$ cat src/rtl/fetch_redirect_ctrl.sv
// rtl/fetch_redirect_ctrl.sv - arbitrates ROB flush and predictor branch redirects into the fetch PC
// Holds a redirect across I-cache refills, tags fetch with an epoch and drains predictor redirects after flushes.
module fetch_redirect_ctrl #(
   parameter int          EPOCH_W      = 2,
   parameter int          DRAIN_CYCLES = 3,
   parameter logic [31:0] RESET_VECTOR = 32'h00000000
) (
   input  logic               i_clk,
   input  logic               i_rst_n,
   input  logic               i_flush_en,
   input  logic [31:0]        i_flush_target,
   input  logic               i_branch_en,
   input  logic [31:0]        i_branch_target,
   input  logic               i_refill_busy,
   output logic               o_branch_en,
   output logic               o_flush_en,
   output logic [31:0]        o_redirect_target,
   output logic [EPOCH_W-1:0] o_epoch,
   output logic               o_kill,
   output logic               o_busy
);

   localparam int DW = (DRAIN_CYCLES < 1) ? 1 : $clog2(DRAIN_CYCLES + 1);

   typedef enum logic {IDLE, PEND} state_t;

   state_t             state_q, state_d;
   logic               pend_flush_q, pend_flush_d;
   logic [31:0]        pend_tgt_q, pend_tgt_d;
   logic               branch_en_q, branch_en_d;
   logic               flush_en_q, flush_en_d;
   logic [31:0]        target_q, target_d;
   logic [EPOCH_W-1:0] epoch_q, epoch_d;
   logic [DW-1:0]      drain_q, drain_d;

   logic               br_acc;
   logic               req_v;
   logic [31:0]        req_tgt;
   logic               eff_flush;
   logic [31:0]        eff_tgt;

   // A pending flush blocks branches so a younger predictor guess cannot replace it.
   assign br_acc  = i_branch_en && (drain_q == '0) && !((state_q == PEND) && pend_flush_q);
   assign req_v   = i_flush_en || br_acc;
   assign req_tgt = i_flush_en ? i_flush_target : i_branch_target;

   assign eff_flush = req_v ? i_flush_en : pend_flush_q;
   assign eff_tgt   = req_v ? req_tgt    : pend_tgt_q;

   always_comb begin
      state_d      = state_q;
      pend_flush_d = pend_flush_q;
      pend_tgt_d   = pend_tgt_q;
      branch_en_d  = 1'b0;
      flush_en_d   = 1'b0;
      target_d     = target_q;
      case (state_q)
         IDLE: begin
            if (req_v) begin
               if (i_refill_busy) begin
                  state_d      = PEND;
                  pend_flush_d = i_flush_en;
                  pend_tgt_d   = req_tgt;
               end else begin
                  flush_en_d  = i_flush_en;
                  branch_en_d = !i_flush_en;
                  target_d    = req_tgt;
               end
            end
         end
         PEND: begin
            if (i_refill_busy) begin
               pend_flush_d = eff_flush;
               pend_tgt_d   = eff_tgt;
            end else begin
               state_d     = IDLE;
               flush_en_d  = eff_flush;
               branch_en_d = !eff_flush;
               target_d    = eff_tgt;
            end
         end
         default: state_d = IDLE;
      endcase
   end

   always_comb begin
      epoch_d = epoch_q;
      if (flush_en_q || branch_en_q) begin
         epoch_d = epoch_q + EPOCH_W'(1);
      end
      drain_d = drain_q;
      if (flush_en_q) begin
         drain_d = DW'(DRAIN_CYCLES);
      end else if (drain_q != '0) begin
         drain_d = drain_q - DW'(1);
      end
   end

   always_ff @(posedge i_clk or negedge i_rst_n) begin
      if (!i_rst_n) begin
         state_q      <= IDLE;
         pend_flush_q <= 1'b0;
         pend_tgt_q   <= '0;
         branch_en_q  <= 1'b0;
         flush_en_q   <= 1'b0;
         target_q     <= RESET_VECTOR;
         epoch_q      <= '0;
         drain_q      <= '0;
      end else begin
         state_q      <= state_d;
         pend_flush_q <= pend_flush_d;
         pend_tgt_q   <= pend_tgt_d;
         branch_en_q  <= branch_en_d;
         flush_en_q   <= flush_en_d;
         target_q     <= target_d;
         epoch_q      <= epoch_d;
         drain_q      <= drain_d;
      end
   end

   assign o_branch_en       = branch_en_q;
   assign o_flush_en        = flush_en_q;
   assign o_redirect_target = target_q;
   assign o_epoch           = epoch_q;
   assign o_busy            = (state_q == PEND);
   assign o_kill            = i_flush_en || br_acc || (state_q == PEND) || flush_en_q || branch_en_q;

endmodule

$ cat config.mk
export PLATFORM = sky130hd
export DESIGN_NAME = fetch_redirect_ctrl
export DESIGN_NICKNAME = d
export VERILOG_FILES = /design/src/rtl/fetch_redirect_ctrl.sv
export SDC_FILE = /design/constraint.sdc
export NUM_CORES = 1
export LEC_CHECK = 0
export ABC_AREA = 1
export CAP_MARGIN = 20
export CORE_MARGIN = 10
export CORE_UTILIZATION = 52
export CTS_CLUSTER_DIAMETER = 40
export DETAILED_ROUTE_END_ITERATION = 10
export PLACE_DENSITY = 0.93
export SKIP_CTS_REPAIR_TIMING = 1
export SLEW_MARGIN = 0
export SYNTH_ARGS = -nofsm -noshare
export SYNTH_HDL_FRONTEND = slang
export SYNTH_SLANG_ARGS = --single-unit
$ cat constraint.sdc
create_clock -name i_clk -period 4.27 [get_ports i_clk]
set_input_delay 1.281 -clock i_clk [delete_from_list [all_inputs] [get_ports i_clk]]
set_output_delay 1.281 -clock i_clk [all_outputs]
set_load 0.005 [all_outputs]
-- Yosys cells after proc, flatten, opt, wreduce, memory -nomap -nowiden
Index checks and enable logic that the tools add are counted.
- bits in registers: 72
- bits of input ports: 69
- output and inout bits: 38
- logic and storage cells: 60
- $add $sub $neg: 2
- equal/unequal tests: 5
- mux-type cells: 28
- bitwise logic cells: 1
- reductions and logical operators: 16
- operators with widths (kind ; number):
    2-to-1 mux 32 bit ; 8
    case mux 32 bit (2 select lines) ; 2
    2-to-1 mux 1 bit ; 12
    inequality test 2 bit, second input constant ; 5
    case mux 1 bit (2 select lines) ; 4
    AND reduction 3 bit ; 2
    logical OR 1 bit ; 5
    2-to-1 mux 2 bit ; 2
    nonzero test 2 bit ; 2
    logical AND 1 bit ; 3
    logical NOT 1 bit ; 3
    adder 2 x 1 -> 2 bit, second input constant ; 1
    logical NOT 2 bit ; 1
    subtractor 2 x 1 -> 2 bit, second input constant ; 1
    inverter 1 bit ; 1

-- Longest topological paths before layout
- depth after elaboration: 8
- gate-level depth with buffers: 9
- depth with buffers taken out: 8

-- Worst setup path after synthesis
OpenSTA, ideal clock, no wires.
- kind: in2out
- from: in i_branch_en
- to: out o_kill
- data arrival time: 1.471 ns
- data required time: 2.989 ns
- slack: 1.518 ns
- stages on the path: 2
- path buffers: 0
- cell sequence: nand2_1 > nand4_1
- cells in the longest elaborated chain, start to end: 6
- RTL lines (item ; RTL line ; RTL):
    start, declared ; 12 ; input logic i_branch_en,
    logical AND 1 bit (2 in a row) ; 43 ; assign br_acc = i_branch_en && (drain_q == '0) && !((state_q == PEND) && pend_flush_q);
    logical OR 1 bit (4 in a row) ; 126 ; assign o_kill = i_flush_en || br_acc || (state_q == PEND) || flush_en_q || branch_en_q;
    end, declared ; 19 ; output logic o_kill,
Every way passes these cells.

-- Worst setup path after layout
Ends and elaborated chain as after synthesis.

==> results.md <==
- Async SR Flop Fraction: 100%
- H-tree lvl count: 3
- DRC viols: 0
- Largest net degree at the start of global routing: 73
- Ratio of cells with drive above 1 in the final layout: 4.95%
- CTS buffer count: 9
- Initial Util: 53.7%
- CP arrival: roughly 2500 ps
- Total Routing Usage GR: 18.2%
- Synth cell count leaders: nand2_1, dfrtp_1, nor2_1, nand3_1, inv_1
- Reg2Reg Setup Slack: between 2000 and 2500 ps
- Final core utilization: 71.7%
- Global route overflow: 0
- RSZ-0062 raised after global routing: false
- Syn_nets: just over 600
- Hold Path Sink: pend_tgt_q[26]
- Chip Width: 107 um
- Non-filler cells, final: 746
- Slew @ Worst Pin: about 900 ps
- Io pins: 107
- Slack of the critical path: about 500 ps
- TritonCTS clock tree: yes
- Final ANT Viol Nets: 0
- Setup Skew: between 10 and 15 ps
- Skew-Pair Late Insertion Delay: 350 ps
- Final Hold Fails: 0
- Met2 Use GR: 32.7%
- FF+latch count, synth: 72
- Worst min-delay path class: reg2reg
- Area growth syn-to-layout: 33.4%
- Die Height: 107 um
- First-pass DRT Iterations: 5
- Seq/Total Area, Yosys: 46.2%
- Pins Over Slew Limit: 0
- Die footprint: around 11,000 sq um
- Post-synth top area cell: dfrtp_1
- Pwr Density: 437 nW/um^2
- Hold Path Cell Cnt: 2
- Tot Pwr: roughly 2.3 mW
- Cells after Synth: 547
- Hold_sp: pend_tgt_q[26]
- First-pass GRT wire length: 17,300 um
- Critical path endpoint category: output port
- Via count: 3,671
- Mapped cell area: 3900 sq um
- Fin nets: between 700 and 800
- Number of synthesized flops with an enable pin: 0
- Vias in the first global route: 3,659
- GPL Wtd Cong: 0.772
- Buffers added on ports: 106
- Leak pwr: 2.79 nW
- Final worst path period need: 3770 ps
- Slew Limit Headroom: 40.2%
- Grt met1 use: 20.5%
- Yosys cell types: 19
- FP Rows: 31
- Pre-CTS setup slack: approximately 500 ps
- Prevailing post-synth register cell: dfrtp_1
- Clk sink count: 72
- Clock transition at the registers of the reported paths: 70 ps
- Most numerous cell in the Yosys netlist: nand2_1
- Outcome: completed
- Required time of the critical path: 2990 ps
- Initial drt markers: around 160
- Register area: about 1800 sq um
- MaxCap Viol Count: 0
- Synth area leaders: dfrtp_1, nand2_1, nand3_1, nor2_1, nand3b_1
- HPWL Detailed: 7190 um
- Initial antenna violation count: 0
- Reg2reg path depth: 9
- Tcrit/Tclk final: around nine tenths
- # fillers: around 590
- Setup_tns: 0 ps
- R2r startpoint: drain_q[0]
- Reg2reg end: o_redirect_target[13]
- Core footprint: 7250 sq um
- Syn Area/Cell: 7.13 sq um
- Peak VDD IR: 0.000272 V
- GR Layer Usage met3: 3.95%
- Final setup fails: 0
- WL per Instance: 13.8 um
- Cells after DPL: 730
- # diodes: 0
- Post-synth top area share: 46.2%
- WS Path Type: in2out
- Critical path startpoint category: primary input
- Multi-input logic area: roughly 1700 sq um
- FMAX: 265 MHz
- Layer with the highest usage: met2
- Vias/cell: a little under 5
- CTS Root Cell: clkbuf_8
- Max Root-Sink Buffers: 2
- Final WL: 10,300 um
- Worst Path Max Fanout: 3
- YS warnings: 0
==> worst max path at each step <==
stage	depth (start not counted)	start	end	slack [ps]
floorplan	2	i_branch_en	o_kill	1520
global placement	4	i_branch_en	o_kill	520
detailed placement	4	i_branch_en	o_kill	500
CTS	4	i_branch_en	o_kill	490
global route	4	i_branch_en	o_kill	430
finish	4	i_branch_en	o_kill	500
==> layout make-up <==
| cell class | instances | area share [%] |
|---|---|---|
| Clock inverter | 7 | 2.31 |
| Sequential cell | 72 | 34.7 |
| Inverter | 72 | 5.20 |
| Multi-Input combinational cell | 375 | 31.9 |
| Tap cell | 99 | 2.38 |
| Clock buffer | 9 | 2.38 |
| Timing Repair Buffer | 112 | 21.1 |
==> routing by layer <==
layer	wire, um	vias up
met5	0	-
met1	4260	1688
li1	-	1852
met3	582	12
met4	138	0
met2	5330	119
==> state kept, by name, summed over array words and instances, names as in the netlist <==
name	flops
o_redirect_target	32
pend_tgt_q	32
drain_q	2
o_epoch	2
o_branch_en	1
o_busy	1
o_flush_en	1
pend_flush_q	1
==> kinds of logic after synthesis <==
| logic type | share of synthesized area, % |
|---|---|
| and+or+nand+nor | 40.8 |
| buffers and inverters | 11.2 |
| DFF | 46.2 |
| AOI/OAI and AO/OA | 1.03 |
| xor gates and xnor gates | 0.450 |
| adders and majority gates | 0.321 |
==> through the flow <==
step | hold WS, ps | instance area (sq um)
2_1_floorplan | 440 | 3900
4_1_cts | 476 | 5200
3_5_place_dp | 456 | 4950
3_3_place_gp | 452 | 4950
5_1_grt | 497 | 5200
6_report | 474 | 5200
==> report_power, final <==
part / internal (mW) / switching (mW) / total [mW]
clock: 0.389 / 0.266 / 0.655
combinational: 0.350 / 0.320 / 0.670
sequential: 0.851 / 0.0941 / 0.945
total: 1.59 / 0.681 / 2.27
==> layout by cell type (no fill, tap or decap), types with 4 or more instances in the layout <==
| cell | netlist | routed |
|---|---|---|
| a21oi_1 | 4 | 4 |
| nand3_1 | 64 | 64 |
| dfrtp_1 | 72 | 72 |
| clkinv_1 | 11 | 11 |
| nor2_1 | 66 | 66 |
| clkdlybuf4s50_1 | 0 | 104 |
| o21ai_0 | 4 | 4 |
| clkbuf_8 | 0 | 9 |
| nand2_1 | 196 | 196 |
| nand3b_1 | 32 | 32 |
| buf_4 | 12 | 7 |
| inv_1 | 58 | 58 |
==> worst max-delay path: stages <==
cell	delay, ps
clkdlybuf4s50_1	500
nand2_1	100
nand4_1	100
clkdlybuf4s50_1	510
No activity file was read; power rests on OpenSTA's default activity.
